**src/rtl/ahb2apb_bridge.sv**
```systemverilog
// AHB-lite slave bridging single transfers onto APB; at least 3 AHB wait states per transfer.
// Stalls AHB through HREADYOUT while APB is busy; a bounded ACCESS timeout aborts to an ERROR response.
module ahb2apb_bridge #(
  parameter int ADDR_WIDTH     = 32,
  parameter int TIMEOUT_CYCLES = 255
) (
  input  logic                  HCLK,
  input  logic                  HRESET,
  input  logic                  HSEL,
  input  logic [31:0]           HADDR,
  input  logic                  HWRITE,
  input  logic [1:0]            HSIZE,
  input  logic [1:0]            HTRANS,
  input  logic [31:0]           HWDATA,
  input  logic                  HREADY,
  output logic                  HREADYOUT,
  output logic                  HRESP,
  output logic [31:0]           HRDATA,
  output logic                  PSEL,
  output logic                  PENABLE,
  output logic                  PWRITE,
  output logic [ADDR_WIDTH-1:0] PADDR,
  output logic [31:0]           PWDATA,
  output logic [3:0]            PSTRB,
  input  logic [31:0]           PRDATA,
  input  logic                  PREADY,
  input  logic                  PSLVERR
);

  localparam int CW = (TIMEOUT_CYCLES > 1) ? $clog2(TIMEOUT_CYCLES + 1) : 1;
  localparam logic [CW-1:0] TO_LAST = CW'(TIMEOUT_CYCLES - 1);

  typedef enum logic [2:0] {
    S_IDLE, S_LATCH, S_SETUP, S_ACCESS, S_DONE, S_ERR1, S_ERR2
  } state_t;

  state_t        state, state_nxt;
  logic          accept;
  logic          misaligned;
  logic          timeout_hit;
  logic [1:0]    size_q;
  logic [3:0]    strb_nxt;
  logic [CW-1:0] acc_cnt;

  assign accept = HSEL & HTRANS[1] & HREADY;

  always_comb begin
    misaligned = 1'b0;
    case (HSIZE)
      2'd0:    misaligned = 1'b0;
      2'd1:    misaligned = HADDR[0];
      2'd2:    misaligned = |HADDR[1:0];
      default: misaligned = 1'b1;
    endcase
  end

  always_comb begin
    strb_nxt = 4'hF;
    case (size_q)
      2'd0:    strb_nxt = 4'b0001 << PADDR[1:0];
      2'd1:    strb_nxt = PADDR[1] ? 4'b1100 : 4'b0011;
      default: strb_nxt = 4'hF;
    endcase
  end

  // acc_cnt holds (ACCESS cycle number - 1), so TO_LAST marks the final allowed cycle
  assign timeout_hit = (TIMEOUT_CYCLES != 0) && (acc_cnt == TO_LAST) && !PREADY;

  always_comb begin
    state_nxt = state;
    HREADYOUT = 1'b0;
    HRESP     = 1'b0;
    PSEL      = 1'b0;
    PENABLE   = 1'b0;
    case (state)
      S_IDLE, S_DONE, S_ERR2: begin
        HREADYOUT = 1'b1;
        HRESP     = (state == S_ERR2);
        if (accept) state_nxt = misaligned ? S_ERR1 : S_LATCH;
        else        state_nxt = S_IDLE;
      end
      S_LATCH: state_nxt = S_SETUP;
      S_SETUP: begin
        PSEL      = 1'b1;
        state_nxt = S_ACCESS;
      end
      S_ACCESS: begin
        PSEL    = 1'b1;
        PENABLE = 1'b1;
        if (PREADY)           state_nxt = PSLVERR ? S_ERR1 : S_DONE;
        else if (timeout_hit) state_nxt = S_ERR1;
      end
      S_ERR1: begin
        HRESP     = 1'b1;
        state_nxt = S_ERR2;
      end
      default: state_nxt = S_IDLE;
    endcase
  end

  always_ff @(posedge HCLK) begin
    if (HRESET) begin
      state   <= S_IDLE;
      PADDR   <= '0;
      PWRITE  <= 1'b0;
      PWDATA  <= '0;
      PSTRB   <= '0;
      size_q  <= '0;
      acc_cnt <= '0;
      HRDATA  <= '0;
    end else begin
      state <= state_nxt;
      if (HREADYOUT && accept) begin
        PADDR  <= HADDR[ADDR_WIDTH-1:0];
        PWRITE <= HWRITE;
        size_q <= HSIZE;
      end
      // HWDATA is only valid in the data phase, which is the LATCH cycle
      if (state == S_LATCH) begin
        acc_cnt <= '0;
        if (PWRITE) begin
          PWDATA <= HWDATA;
          PSTRB  <= strb_nxt;
        end else begin
          PSTRB  <= 4'h0;
        end
      end
      if (state == S_ACCESS) begin
        acc_cnt <= acc_cnt + 1'b1;
        if (PREADY && !PWRITE) HRDATA <= PRDATA;
      end
    end
  end

endmodule

```
**config.mk**
```make
export PLATFORM = sky130hd
export DESIGN_NAME = ahb2apb_bridge
export DESIGN_NICKNAME = d
export VERILOG_FILES = /design/src/rtl/ahb2apb_bridge.sv
export SDC_FILE = /design/constraint.sdc
export NUM_CORES = 1
export LEC_CHECK = 0
export ABC_AREA = 1
export BUFFER_PORTS_ARGS = -buffer_cell sky130_fd_sc_hd__clkbuf_2
export CORE_ASPECT_RATIO = 1.1
export CORE_MARGIN = 2
export CORE_UTILIZATION = 39
export DETAILED_ROUTE_END_ITERATION = 12
export GPL_ROUTABILITY_DRIVEN = 0
export MAX_ROUTING_LAYER = met4
export PLACE_DENSITY = 0.72
export SLEW_MARGIN = 15
export SYNTH_ARGS = -nofsm -noshare
export SYNTH_HDL_FRONTEND = slang
export SYNTH_SLANG_ARGS = --single-unit
```
**constraint.sdc**
```tcl
create_clock -name HCLK -period 1.3 [get_ports HCLK]
set_input_delay 0.26 -clock HCLK [delete_from_list [all_inputs] [get_ports HCLK]]
set_output_delay 0.26 -clock HCLK [all_outputs]
set_load 0.02 [all_outputs]
```
# ---- After elaboration in Yosys (flattened, before gate mapping)
# Index checks and enable logic that the tools add are counted.
dict set report totals {
  wordCells 53
  ff_bits 114
  rom_bits 0
  ramBits 0
  latchBits 0
  n_memories 0
}
dict set report classes {
  n_shift 1
  eq_ne 11
  magnitude_cmp 0
  reduce_logical 14
  div_mod_pow 0
  n_mul 0
  muxes 16
  bitwise_logic 2
  addsub 1
}
# operator count
set op_table {}
lappend op_table {{2-to-1 mux 8 bit} 2}
lappend op_table {{one-hot mux 3 bit (5 select lines)} 1}
lappend op_table {{2-to-1 mux 3 bit} 4}
lappend op_table {{== test 3 bit, second input constant} 3}
lappend op_table {{adder 8 x 1 -> 8 bit, second input constant} 1}
lappend op_table {{== test 8 bit, second input constant} 1}
lappend op_table {{2-to-1 mux 4 bit} 2}
lappend op_table {{one-hot mux 4 bit (2 select lines)} 1}
lappend op_table {{== test 3 x 2 -> 1 bit, second input constant} 2}
lappend op_table {{== test 2 x 1 -> 1 bit, second input constant} 2}
lappend op_table {{zero test 2 bit} 2}
lappend op_table {{2-to-1 mux 1 bit} 4}
lappend op_table {{AND reduction 2 bit} 2}
lappend op_table {{OR reduction 2 bit} 2}
lappend op_table {{left shift 1 x 2 -> 4 bit, first input constant} 1}
lappend op_table {{== test 3 x 1 -> 1 bit, second input constant} 1}
lappend op_table {{logical AND 1 bit} 3}
lappend op_table {{zero test 3 bit} 1}
lappend op_table {{inequality test 3 bit, second input constant} 1}
lappend op_table {{one-hot mux 1 bit (3 select lines)} 1}
lappend op_table {{OR reduction 3 bit} 1}
lappend op_table {{AND 1 bit} 2}
lappend op_table {{== test 2 bit, second input constant} 1}
lappend op_table {{zero test 1 bit} 2}
lappend op_table {{other kinds (2)} 2}

# ---- Depth between registers and ports, before layout
# Gate-level depths: netlist of the first run.
dict set report logic_depth {
  word_depth 5
  ltp_mapped 8
  depth_no_buf 8
}

# ---- Least setup slack after synthesis of the first run
# Ideal clock, no wire load.
dict set report synth_timing {
  path_type {register -> output}
  start {register state[2]}
  end {output port HREADYOUT}
  arrival_ns 1.116
  required_ns 1.040
  slack_ns -0.076
  n_path_buf 2
  path_stages_with_launch 7
  cell_sequence {dfxtp_1 > inv_2 > nand2_2 > nand2_2 > buf_4 > buf_6 > inv_1}
}
dict set report synth_between {
  elab_chain_len 3
}
# element line
set synth_lines {}
lappend synth_lines {{start: declaration} 37} ;# state_t state, state_nxt;
lappend synth_lines {{start signal: assignment} 112} ;# state <= state_nxt;
lappend synth_lines {{== test 3 bit / zero test 3 bit (equally long branches)} 75} ;# case (state)
lappend synth_lines {{OR reduction 3 bit *} 75}
lappend synth_lines {{2-to-1 mux 1 bit *} 75}
lappend synth_lines {{end: declaration} 16} ;# output logic HREADYOUT,
# Every way passes the cells marked *; elsewhere a longest branch is shown, timed or not.

# ---- Final worst setup path of the first run
dict set report layout_timing {
  start {register state[1]}
  end {output port HRESP}
}
dict set report layout_between {
  elab_chain_len 3
}
# element line
set layout_lines {}
lappend layout_lines {{== test 3 bit (tied with other cells)} {75, 78}}
lappend layout_lines {{OR reduction 3 bit} 75}
lappend layout_lines {{one-hot mux 1 bit (2 select lines) *} 75}
lappend layout_lines {{end: declaration} 17} ;# output logic HRESP,
# Marks and branches as above.

==> summary.txt, run 1 <==
Clock network
  • Hold buffer count at cts: 0
  • Later-pin clock latency in the skew report: approximately 0.40 ns
  • H-tree depth: 4
  • Sink Count: about 110
  • Clock transition at path regs: 0.05 ns
  • Num CTS Buffers: 17
  • Root buf cell: clkbuf_16
  • Clock Path Buffers: 2
  • CTS tree: built

Logic synthesis
  • Post-synthesis cell area: 4390 um^2
  • Synthesized Nets: 681
  • Yosys cell types: 26
  • Synth warn: 0
  • Synth Area in Adders: 0.571%
  • XOR/XNOR Fraction of Synth Area: 0%
  • Syn Area/Cell: between 7 and 8 um^2
  • Synthesized-area fraction occupied by and/or/nand/nor cells: 27.0%
  • Compound-gate portion of the synthesized area: 13.9%
  • Sequential area share after synthesis: 52.0%
  • Synthesized netlist cell count: 572
  • Largest family of logic cells by synthesized area: simple AND/OR/NAND/NOR gates
  • Post-synthesis mux area share: 0%
  • FF+latch count, synth: 114

Finish
  • Syn-to-layout area delta: 49.1%
  • Register area: 2290 um^2
  • Fin nets: slightly above 900
  • N_diodes: 0
  • Leading cell types in the layout, fill and taps excluded: clkbuf_2, nor2_1, dfxtp_1
  • Multi-input logic area: 1860 um^2
  • Fillers: 1025
  • Layout cells sized above 1: 38.0%
  • Final core occ: a little under 60%
  • Commonest non-fill, non-tap cell in the layout: clkbuf_2

Global routing
  • GRT Overall Usage: 20.2%
  • First-pass GRT wire length: 19.1 mm
  • Number of global-route vias before repair: between 4000 and 5000
  • Largest net degree at the start of global routing: 43
  • Initial antenna violation count: 0
  • Total congestion overflow: 0

Worst setup path
  • Start of the worst register-to-register path: state[1]
  • CP endpoint kind: output pin
  • R2R cell count: 11
  • Critical path's most frequent cell: nand2_2
  • R2R Setup Slk: -0.17 ns
  • Critical Path Source Type: flip-flop
  • R2R Path End: state[2]
  • Required @ worst endpoint: between 1 and 1.5 ns
  • Setup Crit Path Kind: flip-flop to output pin
  • Slowest stage cell, crit path: dfxtp_4
  • Crit-path max FO: 5
  • Worst path cell trace: buf_6, nor2_4, nand2_2, nand2_2, buf_8
  • Critical path arrival: about 1.3 ns
  • Critical Path Max Stage Delay: 0.36 ns

Timing
  • Final Worst Setup Slack: -0.219 ns
  • Final min period: 1.52 ns
  • Peak Freq: 0.659 GHz
  • Setup-failing EPs final: 68
  • Slew HR: 84.2%
  • Setup tns final: -2.69 ns
  • Slew @ Worst Pin: about 0.24 ns
  • Fin crit share: 117%
  • Worst Skew: 0.00972 ns
  • Final hold vios: 0
  • RSZ-0062 raised after global routing: true
  • Final Max Slew Viols: 0

Power
  • Pwr Density: 1310 nW/um^2
  • Peak supply drop: about 0.00096 V
  • Leakage: 3.07 nW

Status
  • Run status: finished with violations
  • Violated checks: negative setup slack

Routing
  • Drt total wl: 12.3 mm
  • Antenna Violating Nets Remaining: 0
  • Residual DRC: 0
  • Wire per inst: 12.6 um
  • DR iter-0 viols: 300
  • Via count: 4521
  • Average vias per placed instance: about 4.6
  • DR pass1 iterations: 4

Placed design
  • Port Buffers: 210
  • Place WS: between 0.02 and 0.03 ns
  • HPWL Detailed: 8.19 mm

Die
  • Initial Utilization: between 40% and 50%
  • Core ar.: 11000 um^2
  • Die W: 105 um
  • Die area: approximately 12000 um^2
  • Rows: 40
  • Ports: approximately 210
  • Die Y-Extent: 115 um

Hold path
  • Hold_sp: HADDR[4]
  • Hold worst-path end: PADDR[4]
  • Worst hold stages: 3
  • Worst hold path type: input pin to flip-flop

Run
  • Max_cap viols: 0
-- cell type report --
class	instances	area share [%]
Clock inverter	12	1.43
Inverter	20	1.21
Tap cell	147	2.81
Multi-Input combinational cell	404	28.4
Clock buffer	19	6.62
Timing Repair Buffer	257	24.4
Sequential cell	114	35.1
-- Yosys cell counts (all sizes together) --
master,instances,area [um^2]
o21a,1,7.51
buf,15,134
clkbuf,19,75.1
nand4,1,6.26
nor3,36,180
dfxtp,114,2280
nor2,189,748
o21bai,1,7.51
inv,19,71.3
nand2,47,204
clkinv,1,5.00
a21oi,8,40.0
a211oi,1,7.51
ha,2,25.0
and2,1,6.26
nand3,8,40.0
o21ai,109,546
-- worst max path at each step --
stage	from	endpoint	slack [ns]	cells after the start
final	state[1]	HRESP	-0.22	5
after global routing	state[1]	HRESP	-0.27	5
after CTS	state[1]	HRESP	-0.24	5
after detailed placement	state[0]	PWDATA[9]	0.03	6
after global placement	state[2]	size_q[1]	0.04	6
after floorplan	state[1]	HRDATA[10]	0.001	6
-- where the power goes --
group	internal, mW	switching (mW)	total (mW)
logic	0.359	0.466	0.825
registers	3.59	0.0541	3.64
clock network	2.58	1.55	4.13
total	6.52	2.07	8.59
-- logic make-up after synthesis --
group / Yosys count
AOI/OAI and AO/OA: 120
adders and majority gates: 2
buffers and inverters: 54
DFF: 114
and+or+nand+nor: 282
-- sequential cells by signal (all words and copies together) (netlist names) --
register,count
HRDATA,32
PADDR,32
PWDATA,32
acc_cnt,8
PSTRB,4
state,3
size_q,2
PWRITE,1
-- through the flow --
stage               cells  power, mW  area [um^2]  hold slack (ns)
floorplan             572       4.14         4390            0.401
global placement      923       4.46         5690            0.453
detailed placement    923       4.46         5690            0.458
CTS                   964       8.64         6360           0.0750
global route          973       8.94         6540           0.0788
finish                973       8.59         6540           0.0884
-- timing repair --
action	in CTS	in global routing
pin swaps	7	34
endpoints found under the hold margin	0	0
gates cloned	0	5
setup buffers	10	5
endpoints found under the setup margin	5	89
resized for setup	20	42
-- layer usage --
layer / global-route usage [%] / vias up / share of wire, %
li1: - / 2337 / -
met5: - / - / 0
met4: 8.27 / 0 / 1.6
met3: 5.56 / 17 / 5.6
met1: 23.6 / 2020 / 45
met2: 33.1 / 147 / 48
-- worst max-delay path, delay by kind of cell (launching register included) --
family | cells | cell delay (ns)
and+or+nand+nor | 3 | 0.25
buffers and inverters | 2 | 0.23
DFF | 1 | 0.36
(Power assumes the default switching activity.)
==> inputs of run 2 (changes only) <==
CELL_PAD_IN_SITES_DETAIL_PLACEMENT = 0   (was default)
CELL_PAD_IN_SITES_GLOBAL_PLACEMENT = 2   (was default)
CORE_MARGIN = default   (was 2)
CORE_UTILIZATION = 22   (was 39)
PLACE_DENSITY = 0.76   (was 0.72)
==> summary.txt, run 2 (synthesized netlist as in run 1, its figures left out) <==
Status
  • Run status: finished with violations
  • Violated checks: negative setup slack

Finish
  • Post-Layout Inst Area: 7050 um^2 (+7.9%)
  • Commonest non-fill, non-tap cell in the layout: clkbuf_2
  • Leading cell types in the layout, fill and taps excluded: clkbuf_2, nor2_1, dfxtp_1
  • Layout cells sized above 1: 43.3% (+5.3 points)
  • Syn-to-layout area delta: 60.9%
  • N_diodes: 0 (unchanged)
  • Fin nets: 928 (+0.54%)
  • Final core occ: 36.6% (-23 points)
  • Registers with the most flip-flops: HRDATA (32), PADDR (32), PWDATA (32)

Routing
  • Average vias per placed instance: 4.26 (-8.3%)
  • Residual DRC: 0 (unchanged)
  • Via count: 4597 (+1.7%)
  • DR pass1 iterations: 4 (unchanged)
  • Wire per inst: 13.9 um (+11%)
  • Drt total wl: 15.0 mm (+23%)
  • Antenna Violating Nets Remaining: 0 (unchanged)
  • DR iter-0 viols: 187 (-38%)

Clock network
  • CTS tree: built
  • H-tree depth: 4 (unchanged)
  • Num CTS Buffers: 17 (unchanged)
  • Clock transition at path regs: 0.06 ns (about the same)
  • Later-pin clock latency in the skew report: 0.41 ns (about the same)
  • Root buf cell: clkbuf_16
  • Clock Path Buffers: 2 (unchanged)
  • Sink Count: 114 (unchanged)

Worst setup path
  • Required @ worst endpoint: 1.04 ns (about the same)
  • Critical path arrival: 1.21 ns (-0.05 ns)
  • CP endpoint kind: output pin
  • Setup Crit Path Kind: flip-flop to output pin
  • Critical Path Source Type: flip-flop
  • R2R Setup Slk: -0.10 ns (+0.07 ns)
  • Crit-path max FO: 4 (-1)
  • R2R Path End: PWDATA[15]
  • CP Launch Point: state[0]
  • R2R cell count: 9 (-2)
  • Start of the worst register-to-register path: state[0]

Placed design
  • HPWL Detailed: 9.53 mm (+16%)
  • Post-DP Area: 5870 um^2 (+3.3%)
  • Place WS: 0.00623 ns (-0.0210 ns)
  • Port Buffers: 210 (unchanged)

Global routing
  • First-pass GRT wire length: 20.9 mm (+9.4%)
  • GRT Overall Usage: 13.6% (-6.7 points)
  • Largest net degree at the start of global routing: 56 (+30%)
  • Initial antenna violation count: 0 (unchanged)
  • Total congestion overflow: 0 (unchanged)
  • Number of global-route vias before repair: 4226 (+2.2%)

Hold path
  • Hold worst-path end: PADDR[8]
  • Worst hold path type: input pin to flip-flop
  • Hold_sp: HADDR[8]
  • Worst hold stages: 3 (unchanged)

Run
  • Max_cap viols: 0 (unchanged)

Timing
  • Final hold vios: 0 (unchanged)
  • Final Max Slew Viols: 0 (unchanged)
  • Slew @ Worst Pin: 0.317 ns (+0.0801 ns)
  • Peak Freq: 0.678 GHz (+3.0%)
  • Worst Skew: 0.00744 ns (-0.00229 ns)
  • Slew HR: 78.9% (-5.3 points)
  • Fin crit share: 113% (-3.4 points)
  • Setup-failing EPs final: 42 (-38%)
  • Final min period: 1.47 ns (-0.0439 ns)
  • Final Worst Setup Slack: -0.175 ns (+0.0439 ns)
  • RSZ-0062 raised after global routing: true

Die
  • Initial Utilization: 22.7% (-17 points)
  • Die W: 137 um (+30%)
  • Die area: 20500 um^2 (+69%)
  • Rows: 53 (+33%)
  • Ports: 212 (unchanged)
  • Core ar.: 19300 um^2 (+76%)
  • Die Y-Extent: 150 um (+30%)

Power
  • Peak supply drop: 0.000819 V (-14%)
  • Pwr Density: 1290 nW/um^2 (-2.0%)
  • Leakage: 3.20 nW (+4.3%)
run 2: changes by cell type in the layout (fill, tap and decap cells not counted), moves of 13 or more:
cell / before / now
o21ai_0: 85 / 41
nor2_1: 182 / 169
o21ai_1: 24 / 43
nor2_2: 2 / 15
o21ai_2: 0 / 24
run 2: per-stage QoR:
stage / total power [mW] / setup TNS [ns] / hold slack, ns / cells
CTS: 9.14 / -0.837 / 0.0570 / 1064
global placement: 4.51 / 0 / 0.454 / 1026
floorplan: 4.14 / 0 / 0.401 / 572
finish: 9.08 / -3.28 / 0.0799 / 1079
detailed placement: 4.51 / 0 / 0.457 / 1026
global route: 9.46 / -9.01 / 0.0726 / 1079
run 2: layer usage:
layer / vias up / share of wire, % / track usage, %
met5: - / 0 / -
met4: 0 / 1.8 / 5.89
met3: 22 / 6.8 / 3.93
met2: 162 / 48 / 21.3
met1: 2040 / 44 / 16.0
li1: 2373 / - / -
run 2: layout make-up:
class / count / area [um^2]
well taps: 247 / 309
clock inverters: 12 / 108
clock buffers: 20 / 467
repair buffers: 261 / 1770
inverters: 20 / 90.1
flip-flops and latches: 114 / 2300
fillers: 2088 / 12200
multi-input cells: 405 / 2020
run 2: how the worst max path moves through the flow:
stage | endpoint | slack [ns] | depth (start not counted)
finish | HRESP | -0.17 | 5
global route | HRESP | -0.23 | 4
CTS | HRESP | -0.22 | 5
detailed placement | PWDATA[3] | 0.006 | 7
global placement | PWDATA[14] | 0.04 | 7
floorplan | HRDATA[10] | 0.001 | 6
run 2: repair_timing:
item,in CTS,in global routing
hold buffers,0,0
endpoints found under the setup margin,11,100
gates resized for setup,24,128
cloned,0,11
pin swaps,5,26
hold endpoints to repair,0,0
setup buffers,6,4
run 2: report_power, final:
group	leakage [nW]	internal, mW	switching (mW)	total (mW)
clock	0.278	2.78	1.74	4.52
sequential	0.926	3.58	0.0590	3.64
combinational	2.00	0.407	0.515	0.922
run 2: critical path, stage by stage (launching register included):
cell,delay [ns]
dfxtp_4,0.38
inv_4,0.06
nor2_4,0.09
nand2_2,0.08
nand2_2,0.07
clkbuf_8,0.13
